`config.mk`:
```
export PLATFORM = sky130hd
export DESIGN_NAME = spi_dac_tx
export DESIGN_NICKNAME = d
export VERILOG_FILES = /design/src/rtl/audio_pkg.sv /design/src/rtl/spi_dac_tx_clk_en_div.sv /design/src/rtl/spi_dac_tx.sv
export SDC_FILE = /design/constraint.sdc
export NUM_CORES = 1
export LEC_CHECK = 0
export BUFFER_PORTS_ARGS = -buffer_cell sky130_fd_sc_hd__buf_2
export CAP_MARGIN = 20
export CORE_UTILIZATION = 55
export DETAILED_ROUTE_END_ITERATION = 10
export HOLD_SLACK_MARGIN = 0.05
export PLACE_DENSITY_LB_ADDON = 0.08
export SYNTH_ARGS = -nofsm -noshare
export SYNTH_HDL_FRONTEND = slang
export SYNTH_HIERARCHICAL = 1
export SYNTH_SLANG_ARGS = --single-unit
```
`constraint.sdc`:
```
create_clock -name sysclk -period 3.7 [get_ports sysclk]
set_clock_uncertainty 0.2 [all_clocks]
set_input_delay 0.185 -clock sysclk [delete_from_list [all_inputs] [get_ports sysclk]]
set_output_delay 0.185 -clock sysclk [all_outputs]
set_load 0.01 [all_outputs]
```
`src/rtl/audio_pkg.sv`:
```
// Shared constants and types for the audio processor chain and its DAC output stage.
package audio_pkg;

  localparam int          FRAME_BITS       = 16;
  localparam logic [3:0]  DAC_CTRL_DEFAULT = 4'b0011;
  localparam logic [9:0]  ADC_OFFSET       = 10'd512;
  localparam logic [9:0]  DAC_OFFSET       = 10'd512;

  typedef enum logic [1:0] {
    IDLE  = 2'd0,
    SHIFT = 2'd1,
    GAP   = 2'd2,
    LATCH = 2'd3
  } dac_state_e;

  // Control nibble, 10-bit sample, two don't-care LSBs.
  function automatic logic [FRAME_BITS-1:0] dac_frame(input logic [3:0] ctrl,
                                                      input logic [9:0] sample);
    return {ctrl, sample, 2'b00};
  endfunction

endpackage

```
`src/rtl/spi_dac_tx_clk_en_div.sv`:
```
// Clock-enable divider: one-cycle tick every CLK_DIV sysclk cycles, restarted by clear.
module clk_en_div #(
  parameter int CLK_DIV = 25
) (
  input  logic sysclk,
  input  logic rst,
  input  logic clear,
  output logic tick
);

  localparam int            CW   = $clog2(CLK_DIV) + 1;
  localparam logic [CW-1:0] LAST = CW'(CLK_DIV - 1);

  logic [CW-1:0] r_cnt;
  logic          w_last;

  assign w_last = (r_cnt == LAST);
  // Suppressed while held in clear so a CLK_DIV of 1 cannot tick from a stopped counter.
  assign tick   = w_last && !clear;

  always_ff @(posedge sysclk) begin
    if (rst || clear) begin
      r_cnt <= '0;
    end else if (w_last) begin
      r_cnt <= '0;
    end else begin
      r_cnt <= r_cnt + CW'(1);
    end
  end

endmodule

```
`src/rtl/spi_dac_tx.sv`:
```
// Serialises 10-bit DAC samples into 16-bit SPI write frames with CS, SCK, SDI and LDAC,
// buffering one pending sample so strobes arriving mid-frame are kept (newest wins).
module spi_dac_tx #(
  parameter int         CLK_DIV   = 25,
  parameter logic [3:0] CTRL_BITS = audio_pkg::DAC_CTRL_DEFAULT
) (
  input  logic       sysclk,
  input  logic       rst,
  input  logic [9:0] data_in,
  input  logic       data_valid,
  output logic       dac_cs_n,
  output logic       dac_sck,
  output logic       dac_sdi,
  output logic       dac_ld_n,
  output logic       busy,
  output logic       overrun
);
  import audio_pkg::*;

  dac_state_e            r_state;
  logic [FRAME_BITS-2:0] r_shreg;
  logic [3:0]            r_bitcnt;
  logic                  r_pend;
  logic [9:0]            r_pend_data;
  logic                  r_cs_n, r_sck, r_sdi, r_ld_n, r_busy, r_overrun;

  logic                  w_tick;
  logic                  w_clear;
  logic                  w_start;
  logic [FRAME_BITS-1:0] w_word;

  assign w_clear = (r_state == IDLE);
  assign w_start = r_pend || data_valid;
  assign w_word  = dac_frame(CTRL_BITS, r_pend ? r_pend_data : data_in);

  clk_en_div #(.CLK_DIV(CLK_DIV)) u_div (
    .sysclk (sysclk),
    .rst    (rst),
    .clear  (w_clear),
    .tick   (w_tick)
  );

  always_ff @(posedge sysclk) begin
    if (rst) begin
      r_state     <= IDLE;
      r_shreg     <= '0;
      r_bitcnt    <= '0;
      r_pend      <= 1'b0;
      r_pend_data <= '0;
      r_cs_n      <= 1'b1;
      r_sck       <= 1'b0;
      r_sdi       <= 1'b0;
      r_ld_n      <= 1'b1;
      r_busy      <= 1'b0;
      r_overrun   <= 1'b0;
    end else begin
      r_overrun <= 1'b0;

      // Anything arriving while a frame is in flight goes to the single pending slot.
      if (r_state != IDLE && data_valid) begin
        r_pend      <= 1'b1;
        r_pend_data <= data_in;
        r_overrun   <= r_pend;
      end

      case (r_state)
        IDLE: begin
          if (w_start) begin
            r_state  <= SHIFT;
            r_shreg  <= w_word[FRAME_BITS-2:0];
            r_sdi    <= w_word[FRAME_BITS-1];
            r_bitcnt <= 4'd15;
            r_busy   <= 1'b1;
            r_cs_n   <= 1'b0;
            r_sck    <= 1'b0;
          end
          if (r_pend) begin
            r_pend <= data_valid;
            if (data_valid) r_pend_data <= data_in;
          end
        end

        SHIFT: begin
          if (w_tick) begin
            if (!r_sck) begin
              r_sck <= 1'b1;
            end else if (r_bitcnt == 4'd0) begin
              r_sck   <= 1'b0;
              r_cs_n  <= 1'b1;
              r_sdi   <= 1'b0;
              r_state <= GAP;
            end else begin
              // Next bit goes out at the start of the low phase, stable across the rise.
              r_sck    <= 1'b0;
              r_bitcnt <= r_bitcnt - 4'd1;
              r_sdi    <= r_shreg[FRAME_BITS-2];
              r_shreg  <= {r_shreg[FRAME_BITS-3:0], 1'b0};
            end
          end
        end

        GAP: begin
          if (w_tick) begin
            r_ld_n  <= 1'b0;
            r_state <= LATCH;
          end
        end

        LATCH: begin
          if (w_tick) begin
            r_ld_n  <= 1'b1;
            r_busy  <= 1'b0;
            r_state <= IDLE;
          end
        end

        default: r_state <= IDLE;
      endcase
    end
  end

  assign dac_cs_n = r_cs_n;
  assign dac_sck  = r_sck;
  assign dac_sdi  = r_sdi;
  assign dac_ld_n = r_ld_n;
  assign busy     = r_busy;
  assign overrun  = r_overrun;

endmodule

```
==> impl_metrics.csv <==
group,metric,value,unit
logic_synthesis,netlist_area,2020,µm²
logic_synthesis,synth-seq-cells,42,
floorplanning,die_height,62.7,µm
critical_path,startpoint_type,"flip-flop",
power_and_ir_drop,p_int,1.03,mW
routing,drt_drc_violations_left,0,
timing,hold_viol,0,
power_and_ir_drop,p_per_area,715,nW/µm²
clocking,cts-buffers-inserted,5,
routing,viasPerCell,5.43,
critical_path,cp-end-kind,"flip-flop",
floorplanning,start_util,58.8,%
logic_synthesis,yosys_warnings,6,
grt,grt_usage,21.0,%
place,place.gp.congestion,0.784,
timing,final-setup-viol-count,0,
finish,final_area,2330,µm²
routing,num_vias,1595,
routing,wl_per_cell,12.7,µm
logic_synthesis,yosys.cell_types.count,42,
clocking,clk_pin_slew,0.08,ns
grt,grt_start_max_net_pins,38,
routing,firstDrtPassIters,4,
power_and_ir_drop,clkPwrFrac,17.6,%
finish,antennaDiodeCount,0,
routing,drt_iter0_markers,94,
timing,finalMaxSlewViolations,0,
finish,regArea,841,µm²
finish,fin_cells,294,
logic_synthesis,synth_area_per_cell,9.20,µm²
place,dpl_cell_area,2130,µm²
power_and_ir_drop,netSwitchingPower,0.634,mW
place,port_buffers,18,
floorplanning,die_width,62.7,µm
clocking,clk_path_buf_depth,2,
clocking,insertion_delay,0.30,ns
critical_path,cp_max_fo,7,
power_and_ir_drop,comb_power_share,42.3,%
timing,finalCritPeriodShare,75.6,%
clocking,post-cts-setup-buffers,0,
logic_synthesis,syn_nets,241,
critical_path,path_class,"flip-flop to flip-flop",
critical_path,crit_required,3.66,ns
clocking,ctsRootBufferMaster,"clkbuf_8",
routing,drt_wl_total,3730,µm
timing,period_needed,2.80,ns
logic_synthesis,synth_edf_count,0,
logic_synthesis,async_flop_share,0,%
flow_run,cap_violations,0,
power_and_ir_drop,swShare,38.0,%
logic_synthesis,postSynthCellCount,220,
outcome,status,"finished, final reports clean",
critical_path,crit_arrival,2.76,ns
routing,ant_nets,0,
finish,nets,268,
power_and_ir_drop,p_leak,0.955,nW
finish,fillers,289,
finish,post_route_cells_drive_above_1_share,15.3,%
power_and_ir_drop,pwr-share-seq,40.1,%
power_and_ir_drop,vdd_drop_max,0.341,mV
clocking,htreeDepth,2,
timing,rsz0062_at_grt,"false",
timing,tns,0,ns
grt,gr-total-overflow,0,
logic_synthesis,synthFlopType,"dfxtp_1",
timing,tightest_slew,0.925,ns
grt,grt_pass1_wl,6490,µm
floorplanning,dieArea,3930,µm²
grt,antenna_found_initial,0,
floorplanning,io_pins,19,
grt,first_global_vias,1523,
finish,area_growth,15.2,%
place,placed_cells,275,
clocking,cts_sinks,42,
floorplanning,rows,21,
floorplanning,core,3440,µm²
finish,layout_commonest_cell,"dfxtp_1",
logic_synthesis,seq_area_frac_synth,41.6,%
timing,relSlewSlack,38.3,%
min_path,hold_path_class,"input port to flip-flop",
finish,most-common-layout-cells,"dfxtp_1, nor2_1, mux2i_1, o21ai_0, buf_2",
place,dp.final_hpwl,2610,µm
clocking,cts_tree,"built",
finish,fin_util,67.7,%
timing,fmax,0.357,GHz
finish,multi_input_area,1100,µm²
==> path summary, 6_finish.rpt <==
kind | startpoint | end | slack [ns] | depth (start not counted)
min | rst | r_shreg[5] | 0.20 | 2
min reg2reg | r_shreg[13] | r_shreg[14] | 0.27 | 2
max reg2reg | u_div/r_cnt[0] | r_shreg[12] | 0.90 | 9
max | u_div/r_cnt[0] | r_shreg[12] | 0.90 | 9
==> final cells by class <==
type | count | area share [%]
Clock buffer | 5 | 2.95
Clock inverter | 3 | 0.913
Inverter | 9 | 1.45
Multi-Input combinational cell | 159 | 47.2
Sequential cell | 42 | 36.1
Tap cell | 46 | 2.47
Timing Repair Buffer | 30 | 8.92
==> what timing repair did <==
item                                   CTS  global route
endpoints found under the hold margin   12             0
gates resized for setup                  0             0
hold buffers                            11             0
==> synth_stat cells (all sizes together) (2+ instances only) <==
| cell | count | area [µm²] |
|---|---|---|
| nand3 | 2 | 15.0 |
| xor2 | 2 | 17.5 |
| or3 | 2 | 12.5 |
| a221o | 2 | 20.0 |
| dfxtp | 42 | 841 |
| mux2i | 29 | 290 |
| nor4 | 2 | 27.5 |
| buf | 4 | 26.3 |
| ha | 8 | 100 |
| nor3 | 4 | 20.0 |
| o21ai | 19 | 98.9 |
| nor2 | 33 | 129 |
| nor2b | 3 | 18.8 |
| inv | 9 | 33.8 |
| a211oi | 2 | 15.0 |
| clkbuf | 6 | 22.5 |
| a21oi | 9 | 45.0 |
| nor3b | 5 | 48.8 |
| nand2b | 4 | 25.0 |
| nand2 | 17 | 63.8 |
==> critical path, stage by stage, from the launching register on <==
cell and delay (ns):
dfxtp_1 0.35, inv_1 0.07, ha_1 0.14, nand4b_1 0.09, or2_2 0.29, nor2_1 0.35
nand2_1 0.13, nor4b_1 0.77, nor2b_1 0.22, nor3_1 0.05
==> power groups by stage <==
| stage | logic, mW | registers, mW | clock network, mW |
|---|---|---|---|
| after global routing | 0.788 | 0.686 | 0.323 |
| after floorplan | 0.598 | 0.646 | 0 |
| after CTS | 0.706 | 0.668 | 0.305 |
| after global placement | 0.671 | 0.671 | 0 |
| final | 0.705 | 0.668 | 0.293 |
| after detailed placement | 0.693 | 0.679 | 0 |
==> cells by family after synthesis <==
family | after synthesis | share of synthesized area, %
and+or+nand+nor | 81 | 21.3
DFF | 42 | 41.6
AOI/OAI and AO/OA | 38 | 12.4
muxes | 29 | 14.3
buffers and inverters | 19 | 4.08
adders and majority gates | 8 | 4.95
xor gates and xnor gates | 3 | 1.30
==> routing by layer <==
layer	global-route usage [%]	part of all wire, %	up-vias	wire length, µm
met5	0	0	-	0
met2	36.7	48	23	1800
met1	24.4	47	753	1760
li1	-	-	813	-
met3	5.47	2.8	6	104
met4	7.85	1.6	0	61
==> per-stage QoR <==
| stage | total power [mW] | setup WS [ns] | hold slack, ns |
|---|---|---|---|
| 6_report | 1.67 | 0.902 | 0.196 |
| 5_1_grt | 1.80 | 0.655 | 0.217 |
| 4_1_cts | 1.68 | 0.916 | 0.188 |
| 3_5_place_dp | 1.37 | 0.937 | 0.248 |
| 3_3_place_gp | 1.34 | 1.03 | 0.229 |
| 2_1_floorplan | 1.24 | 1.15 | 0.129 |
Note: power is estimated with default switching activity, not from simulation.
